File: config.mk
export PLATFORM = sky130hd
export DESIGN_NAME = pcie_tlp_tx_arbiter
export DESIGN_NICKNAME = d
export VERILOG_FILES = /design/src/rtl/pcie_tlp_pkg.sv /design/src/rtl/pcie_rr_arb.sv /design/src/rtl/pcie_tlp_tx_arbiter.sv
export SDC_FILE = /design/constraint.sdc
export NUM_CORES = 1
export LEC_CHECK = 0
export BUFFER_PORTS_ARGS = -buffer_cell sky130_fd_sc_hd__buf_2
export CORE_AREA = 4 4 385 387
export CTS_BUF_LIST = sky130_fd_sc_hd__clkbuf_4 sky130_fd_sc_hd__clkbuf_8
export DETAILED_ROUTE_END_ITERATION = 6
export DIE_AREA = 0 0 389 391
export GPL_ROUTABILITY_DRIVEN = 0
export SETUP_SLACK_MARGIN = 0.1
export SLEW_MARGIN = 20
export SYNTH_ARGS = -nofsm -noshare
export SYNTH_HDL_FRONTEND = slang
export SYNTH_SLANG_ARGS = --single-unit
File: constraint.sdc
create_clock -name clk -period 6.5 [get_ports clk]
set_clock_uncertainty 0.15 [all_clocks]
set_input_delay 0.325 -clock clk [delete_from_list [all_inputs] [get_ports clk]]
set_output_delay 0.325 -clock clk [all_outputs]
set_load 0.05 [all_outputs]
File: src/rtl/pcie_tlp_pkg.sv
// Shared TLP definitions: traffic classes, fmt/type encodings, header struct
// and the header-to-credit-class decode used by both TX and RX schedulers.
package pcie_tlp_pkg;

    typedef enum logic [1:0] {
        POSTED     = 2'd0,
        NON_POSTED = 2'd1,
        COMPLETION = 2'd2
    } tlp_class_e;

    localparam int NUM_CLASSES = 3;

    localparam logic [2:0] FMT_3DW_NODATA = 3'b000;
    localparam logic [2:0] FMT_3DW_DATA   = 3'b010;

    localparam logic [4:0] TYPE_MEM  = 5'b00000;
    localparam logic [4:0] TYPE_CFG0 = 5'b00100;
    localparam logic [4:0] TYPE_CPL  = 5'b01010;

    // {fmt, type} pairs of the TLPs this block schedules
    localparam logic [7:0] MWR    = {FMT_3DW_DATA,   TYPE_MEM};
    localparam logic [7:0] MRD    = {FMT_3DW_NODATA, TYPE_MEM};
    localparam logic [7:0] CFGRD0 = {FMT_3DW_NODATA, TYPE_CFG0};
    localparam logic [7:0] CFGWR0 = {FMT_3DW_DATA,   TYPE_CFG0};
    localparam logic [7:0] CPL    = {FMT_3DW_NODATA, TYPE_CPL};
    localparam logic [7:0] CPLD   = {FMT_3DW_DATA,   TYPE_CPL};

    typedef struct packed {
        logic [2:0]  fmt;
        logic [4:0]  typ;
        logic [2:0]  tc;
        logic [8:0]  length;
        logic [15:0] requestID;
    } tlp_hdr_t;

    // Memory writes (3DW or 4DW, fmt[1] set) are posted; any completion type
    // uses completion credits; everything else is non-posted.
    function automatic tlp_class_e class_of(input logic [2:0] fmt, input logic [4:0] typ);
        if (typ == TYPE_MEM && fmt[1]) return POSTED;
        if (typ == TYPE_CPL)           return COMPLETION;
        return NON_POSTED;
    endfunction

endpackage

File: src/rtl/pcie_rr_arb.sv
// Combinational round-robin pick: first eligible index at or after ptr_i,
// wrapping modulo N. Shared by the TX arbiter and the RX completion scheduler.
module pcie_rr_arb #(
    parameter int N  = 4,
    parameter int IW = (N > 1) ? $clog2(N) : 1
) (
    input  logic [N-1:0]  eligible_i,
    input  logic [IW-1:0] ptr_i,
    output logic          found_o,
    output logic [IW-1:0] idx_o
);

    always_comb begin : pick
        int cand;
        found_o = 1'b0;
        idx_o   = '0;
        for (int i = 0; i < N; i++) begin
            // Conditional subtract instead of % keeps non-power-of-two N cheap
            cand = int'(ptr_i) + i;
            if (cand >= N) cand = cand - N;
            if (!found_o && eligible_i[IW'(cand)]) begin
                found_o = 1'b1;
                idx_o   = IW'(cand);
            end
        end
    end

endmodule

File: src/rtl/pcie_tlp_tx_arbiter.sv
// Transmit-side TLP scheduler: credit-gated round-robin over NUM_REQ requesters,
// holding each grant for a whole packet and muxing the owner's beats straight through.
module pcie_tlp_tx_arbiter
    import pcie_tlp_pkg::*;
#(
    parameter int NUM_REQ    = 4,
    parameter int DATA_WIDTH = 128,
    parameter int PH_INIT    = 8,
    parameter int NPH_INIT   = 8,
    parameter int CPLH_INIT  = 8,
    localparam int GW        = $clog2(NUM_REQ)
) (
    input  logic                          clk,
    input  logic                          rst,
    input  logic [NUM_REQ-1:0]            req_valid_i,
    output logic [NUM_REQ-1:0]            req_ready_o,
    input  logic [NUM_REQ-1:0]            req_last_i,
    input  logic [NUM_REQ*3-1:0]          req_fmt_i,
    input  logic [NUM_REQ*5-1:0]          req_type_i,
    input  logic [NUM_REQ*3-1:0]          req_tc_i,
    input  logic [NUM_REQ*9-1:0]          req_length_i,
    input  logic [NUM_REQ*16-1:0]         req_requestID_i,
    input  logic [NUM_REQ*32-1:0]         req_addr_i,
    input  logic [NUM_REQ*DATA_WIDTH-1:0] req_data_i,
    input  logic [2:0]                    credit_ret_i,
    output logic                          tlp_valid_o,
    input  logic                          tlp_ready_i,
    output logic                          tlp_last_o,
    output logic [2:0]                    header_fmt_o,
    output logic [4:0]                    header_type_o,
    output logic [2:0]                    header_tc_o,
    output logic [8:0]                    header_length_o,
    output logic [15:0]                   header_requestID_o,
    output logic [31:0]                   addr_o,
    output logic [DATA_WIDTH-1:0]         data_o,
    output logic [GW-1:0]                 grant_o
);

    typedef enum logic {IDLE, XFER} state_e;

    state_e                 state_q;
    logic [GW-1:0]          grant_q;
    logic [GW-1:0]          rr_ptr_q;
    logic [7:0]             credit_q [NUM_CLASSES];
    logic [7:0]             credit_d [NUM_CLASSES];

    tlp_class_e             req_class [NUM_REQ];
    logic [NUM_REQ-1:0]     eligible;
    logic                   arb_found;
    logic [GW-1:0]          arb_idx;
    logic                   start_pkt;
    logic                   pkt_done;
    logic [NUM_CLASSES-1:0] credit_dec;
    logic [GW-1:0]          rr_ptr_next;
    tlp_hdr_t               out_hdr;

    always_comb begin
        for (int n = 0; n < NUM_REQ; n++) begin
            req_class[n] = class_of(req_fmt_i[n*3 +: 3], req_type_i[n*5 +: 5]);
            eligible[n]  = req_valid_i[n] && (credit_q[req_class[n]] != 8'd0);
        end
    end

    pcie_rr_arb #(.N(NUM_REQ)) u_rr_arb (
        .eligible_i (eligible),
        .ptr_i      (rr_ptr_q),
        .found_o    (arb_found),
        .idx_o      (arb_idx)
    );

    assign start_pkt   = (state_q == IDLE) && arb_found;
    assign pkt_done    = (state_q == XFER) && req_valid_i[grant_q] && tlp_ready_i
                         && req_last_i[grant_q];
    assign rr_ptr_next = (grant_q == GW'(NUM_REQ - 1)) ? '0 : grant_q + 1'b1;

    // A same-cycle spend and return on one class cancel; returns saturate at 255
    always_comb begin
        credit_dec = '0;
        if (start_pkt) credit_dec[req_class[arb_idx]] = 1'b1;
        for (int c = 0; c < NUM_CLASSES; c++) begin
            credit_d[c] = credit_q[c];
            if (credit_dec[c] && !credit_ret_i[c])
                credit_d[c] = credit_q[c] - 8'd1;
            else if (credit_ret_i[c] && !credit_dec[c] && credit_q[c] != 8'hFF)
                credit_d[c] = credit_q[c] + 8'd1;
        end
    end

    // NOTE: sequential state uses non-blocking assignments only; reset is
    // synchronous, so it is simply the first branch inside the clocked block.
    always_ff @(posedge clk) begin
        if (rst) begin
            state_q     <= IDLE;
            grant_q     <= '0;
            rr_ptr_q    <= '0;
            credit_q[0] <= 8'(PH_INIT);
            credit_q[1] <= 8'(NPH_INIT);
            credit_q[2] <= 8'(CPLH_INIT);
        end else begin
            for (int c = 0; c < NUM_CLASSES; c++) credit_q[c] <= credit_d[c];
            case (state_q)
                IDLE: if (arb_found) begin
                    state_q <= XFER;
                    grant_q <= arb_idx;
                end
                XFER: if (pkt_done) begin
                    state_q  <= IDLE;
                    rr_ptr_q <= rr_ptr_next;
                end
                default: state_q <= IDLE;
            endcase
        end
    end

    // NOTE: every output gets a default up front, so no path infers a latch.
    always_comb begin
        req_ready_o = '0;
        tlp_valid_o = 1'b0;
        tlp_last_o  = 1'b0;
        out_hdr     = '0;
        addr_o      = '0;
        data_o      = '0;
        if (state_q == XFER) begin
            tlp_valid_o          = req_valid_i[grant_q];
            tlp_last_o           = req_last_i[grant_q];
            req_ready_o[grant_q] = tlp_ready_i;
            out_hdr.fmt          = req_fmt_i[grant_q*3 +: 3];
            out_hdr.typ          = req_type_i[grant_q*5 +: 5];
            out_hdr.tc           = req_tc_i[grant_q*3 +: 3];
            out_hdr.length       = req_length_i[grant_q*9 +: 9];
            out_hdr.requestID    = req_requestID_i[grant_q*16 +: 16];
            addr_o               = req_addr_i[grant_q*32 +: 32];
            data_o               = req_data_i[grant_q*DATA_WIDTH +: DATA_WIDTH];
        end
    end

    assign header_fmt_o       = out_hdr.fmt;
    assign header_type_o      = out_hdr.typ;
    assign header_tc_o        = out_hdr.tc;
    assign header_length_o    = out_hdr.length;
    assign header_requestID_o = out_hdr.requestID;
    assign grant_o            = grant_q;

endmodule

Word-level counts from Yosys, hierarchy flattened --
Memory sizes are Yosys's and may differ from the RTL's. Cells that the tools add are included.
Word-level totals: memory bits (writable) 24, memories 1, word-level logic and storage cells 186, latch bits 0, memory bits (read-only) 0, flip-flop bits (word level) 5
Cells by class: divide/modulo/power cells 0, add/subtract/negate cells 14, reduce and logical (&&, ||, !) cells 45, $lt $le $gt $ge 13, eq/ne operators 8, multiply operators 3, shifts and indexed selects 7, muxes and demuxes 86, bitwise operators 6
Memory list:
- credit_q | depth 3, width 8, rd ports 7, clocked after memory_dff 0, wr ports 3, line pcie_tlp_tx_arbiter.sv:44 | logic [7:0] credit_q [NUM_CLASSES];
Operator list (number):
- 512-bit by 10-bit indexed part select with 128-bit output | 1
- 128-bit two-way mux | 1
- 128-bit by 8-bit indexed part select with 32-bit output | 1
- 8-bit two-way mux | 9
- 64-bit by 7-bit indexed part select with 16-bit output | 1
- 2-bit two-way mux | 27
- 36-bit two-way mux | 1
- 36-bit by 7-bit indexed part select with 9-bit output | 1
- 1-bit two-way mux | 35
- 32-bit two-way mux | 1
- 8-bit nonzero test | 4
- 1-bit logical AND | 26
- 8-bit by 1-bit adder with 8-bit output (second input constant) | 3
- 8-bit inequality test (second input constant) | 3
- 12-bit by 5-bit indexed part select with 3-bit output | 2
- 8-bit by 1-bit subtractor with 8-bit output (second input constant) | 3
- 5-bit by 4-bit == test with 1-bit output (second input constant) | 4
- 5-bit logical NOT | 4
- 20-bit by 6-bit indexed part select with 5-bit output | 1
- 2-bit by 4-bit less-than comparator with 1-bit output (second input constant) | 4
- 1-bit binary-select mux with 2-bit select | 6
- 3-bit >= comparator (second input constant) | 4
- 1-bit logical NOT | 9
- 2-bit by 1-bit subtractor with 2-bit output (second input constant) | 4
- other kinds (20) | 27

Longest topological paths before layout --
An unclocked memory read counts as a cell.
depth in word-level cells 37, depth in mapped cells 24, depth with buffers taken out 22

Modules after synthesis --
Synthesis repeated with hierarchy kept, for this count alone.
Second synthesis, totals: cells, all modules 793, area total of the unflattened synthesis 8597.0 sq um
By module, submodules not included:
- pcie_tlp_tx_arbiter | seq. area each 580.6 sq um, times used 1, area each 8519.4 sq um, cells each 778
- pcie_rr_arb | seq. area each 0.0 sq um, times used 1, area each 77.6 sq um, cells each 15

Worst setup path after synthesis --
OpenSTA, ideal clock, no wires.
kind input to register, start input port req_type_i[5], end memory credit_q[1][7], library setup time 0.121 ns, path slack 1.648 ns, stages 21, data required time 6.229 ns, arrival 4.582 ns, path through or3_4 -> or2_4 -> o221a_1 -> o41ai_1 -> o21a_1 -> or2_1 -> buf_6 -> mux2i_1 -> o211ai_1 -> or2_2 -> inv_1 -> ha_1 -> a21o_1 -> a21oi_1 -> o21bai_1 -> a21oi_1 -> o21bai_1 -> a21oi_1 -> nor2_1 -> a22oi_1 -> mux2_2
RTL lines:
- start, declared | line pcie_tlp_tx_arbiter.sv:19 | input logic [NUM_REQ*5-1:0] req_type_i,
- end, declared | line pcie_tlp_tx_arbiter.sv:44

==> reports/results.tsv <==
metric	value	unit
cts_tree	done	
finalHoldViolCount	0	
core	0.145	mm2
period_minus_slack	5560	ps
crit_type	reg2reg	
synth_warnings	0	
die_w	389	um
wire_per_inst	24.5	um
holdPathStages	2	
grt_pass1_vias	11900	
cts_resized	0	
netlist_instances	767	
grt_pass1_wl	112000	um
required	6540	ps
root_buffer	clkbuf_8	
numPortBuffers	1001	
routed_wl	90200	um
cp_cell_sequence	nor4_1, and2_1, nor2_1, o41ai_1, o21a_1, or2_1, mux2i_1, o211ai_1, or2_2, inv_1, ha_1, a21o_1, a21oi_1, o21bai_1, a21oi_1, o21bai_1, a21oi_1, nor2_1, a22oi_1, mux2_2	
hold_start	credit_q[0][7]$_SDFFE_PP0P_	
drt-vias-per-instance	3.33	
ctsHoldBuffers	0	
drt_iter0_markers	1019	
hp-class	reg2reg	
seq_area	592	um2
die-area	0.152	mm2
slew_viol_final	0	
antenna_found_initial	119	
synth_flop_cell	dfxtp_1	
hold_end	credit_q[0][7]$_SDFFE_PP0P_	
grtUsageMet2	0.180	
final_common_cell	buf_2	
core.rowCount	140	
rsz0062_at_grt	no	
drive_above_1_share	0.729	
pin_count	1002	
clk_pin_slew	70	ps
crit_path_frequent_cell	a21oi_1	
clock_sinks	29	
r2r_slack	940	ps
end_kind	flop	
worstRegToRegCells	20	
synth_edf_count	0	
syn-cell-area	0.00856	mm2
numCtsBuffers	5	
crit_fanout	7	
layout_common_cells	buf_2, and2_1, mux4_2	
top_usage_layer	met2	
clock_tree.buffer_depth	2	
timing.rr.end	credit_q[1][7]$_SDFFE_PP0P_	
cts-htree-levels	2	
grt-ovfl-total	0	
p_leak	0.00699	uW
relSlewSlack	0.365	
pre_cts_slack	1020	ps
firstDrtPassIters	5	
route.antenna.remaining_nets	0	
r2r-start	credit_q[2][2]$_SDFFE_PP0P_	
status	complete, no violations	
synth-seq-cells	29	
dp_hpwl	82400	um
grt_max_degree	106	
start_util	0.0591	
final_nets	2531	
die_y	391	um
yosysUniqueCellTypes	65	
synthArstFlopShare	0	
grt_use_total	0.109	
final-setup-viol-count	0	
cpPeakStageDelay	650	ps
critPathArrivalTime	5590	ps
max_cap_viol_count	0	
power_density	155	mW/mm2
dp.cells	3618	
fill_cells	16700	
clk_latency	290	ps
vdd_drop_max	0.0662	mV
syn-mean-instance-area	11.2	um2
gr-usage-met1	0.117	
multi_input_area	0.00761	mm2
timing.final.ws_setup	944	ps
fmax	0.180	GHz
drc_errors	0	
seq_area_frac_synth	0.0678	
syn_nets	1590	
vias	12300	
setup_tns	0	ps
worst_setup_path_start_kind	flop	
post_cts_buffers	0	
worst_pin_slew	952	ps
use_met3	0.0656	
area.growth.synth_to_final	87.0	%
crit_slowest_cell	nor4_1	
fin_crit_sh	0.855	
instances_no_fill	3678	
[worst max path at each step]
| stage | startpoint | end | slack (ps) | depth (start not counted) |
|---|---|---|---|---|
| 2_1_floorplan | req_type_i[5] | credit_q[1][7]$_SDFFE_PP0P_ | 1650 | 21 |
| 3_3_place_gp | req_type_i[5] | credit_q[1][7]$_SDFFE_PP0P_ | 1070 | 21 |
| 3_5_place_dp | req_type_i[5] | credit_q[1][7]$_SDFFE_PP0P_ | 1020 | 21 |
| 4_1_cts | credit_q[2][2]$_SDFFE_PP0P_ | credit_q[1][7]$_SDFFE_PP0P_ | 980 | 20 |
| 5_1_grt | credit_q[0][3]$_SDFFE_PP1P_ | credit_q[2][7]$_SDFFE_PP0P_ | 450 | 19 |
| 6_report | credit_q[2][2]$_SDFFE_PP0P_ | credit_q[1][7]$_SDFFE_PP0P_ | 940 | 20 |
[cell type report]
class | instances | share of cell area
diodes | 52 | 0.00813
clock buffers | 7 | 0.00602
clock inverters | 1 | 0.000313
inverters | 18 | 0.00422
multi-input cells | 645 | 0.475
flip-flops and latches | 29 | 0.0370
well taps | 1917 | 0.150
repair buffers | 1009 | 0.319
[flip-flops by register name, summed over array words and instances (netlist names)]
register	count
grant_o	2
state_q	1
rr_ptr_q	2
credit_q	24
[power breakdown]
group	internal [uW]	switching (uW)
Sequential	204	64.8
Combinational	801	1240
Clock	95.6	75.4
[logic make-up (layout without fill, tap and decap cells)]
group / Yosys count / count (layout) / synth area share
AND/OR/NAND/NOR: 313 / 313 / 0.220
multiplexers: 224 / 224 / 0.555
buffers and inverters: 93 / 1035 / 0.0430
AO/OA/AOI/OAI: 70 / 70 / 0.0614
flip-flops: 29 / 29 / 0.0678
adder cells (fa/ha/maj): 25 / 25 / 0.0392
XOR/XNOR: 13 / 13 / 0.0133
other: 0 / 52 / 0
[Yosys cell counts, types with 3 or more instances]
master	instances	area (um2)
mux2i_1	12	120
dfxtp_1	29	581
buf_1	27	101
or3_1	5	31.3
or2_2	3	18.8
and2_1	200	1250
inv_1	18	67.6
nand2_1	9	33.8
nand4b_1	5	43.8
xor2_1	3	26.3
o21ai_0	6	30.0
o31ai_1	3	22.5
a21oi_1	20	100
mux2_2	12	135
nor2_1	33	124
nand3_1	4	20.0
a211oi_1	3	22.5
a21o_1	7	52.6
fa_1	3	60.1
clkbuf_1	45	169
nand4_1	10	62.6
nor4_1	3	18.8
mux4_2	197	4440
o21bai_1	6	45.0
and3_1	4	25.0
nor2b_1	13	81.3
ha_1	22	275
o211ai_1	3	22.5
nor3_1	8	40.0
xnor2_1	10	87.6
[through the flow]
stage	hold WS [ps]	utilization	power, uW	cell area, um2
6_report	361	0.110	2480	16000
2_1_floorplan	303	-	1620	8560
3_5_place_dp	352	0.109	2340	15800
4_1_cts	359	0.110	2520	15900
5_1_grt	380	0.110	2640	15900
3_3_place_gp	342	0.109	2310	15800
[worst max-delay path: cells and delay by family (launching register included)]
family                     cells  cell delay (ps)
AOI/OAI and AO/OA             10             2180
adders and majority gates      1              280
buffers and inverters          1              200
DFF                            1              350
muxes                          2              650
and+or+nand+nor                6             1630
[per-layer routing]
| metal | share of wire | vias to the layer above |
|---|---|---|
| li1 | - | 5000 |
| met1 | 0.35 | 6024 |
| met2 | 0.47 | 994 |
| met3 | 0.15 | 210 |
| met4 | 0.029 | 36 |
| met5 | 0.0044 | - |
Note: power is estimated with default switching activity, not from simulation.
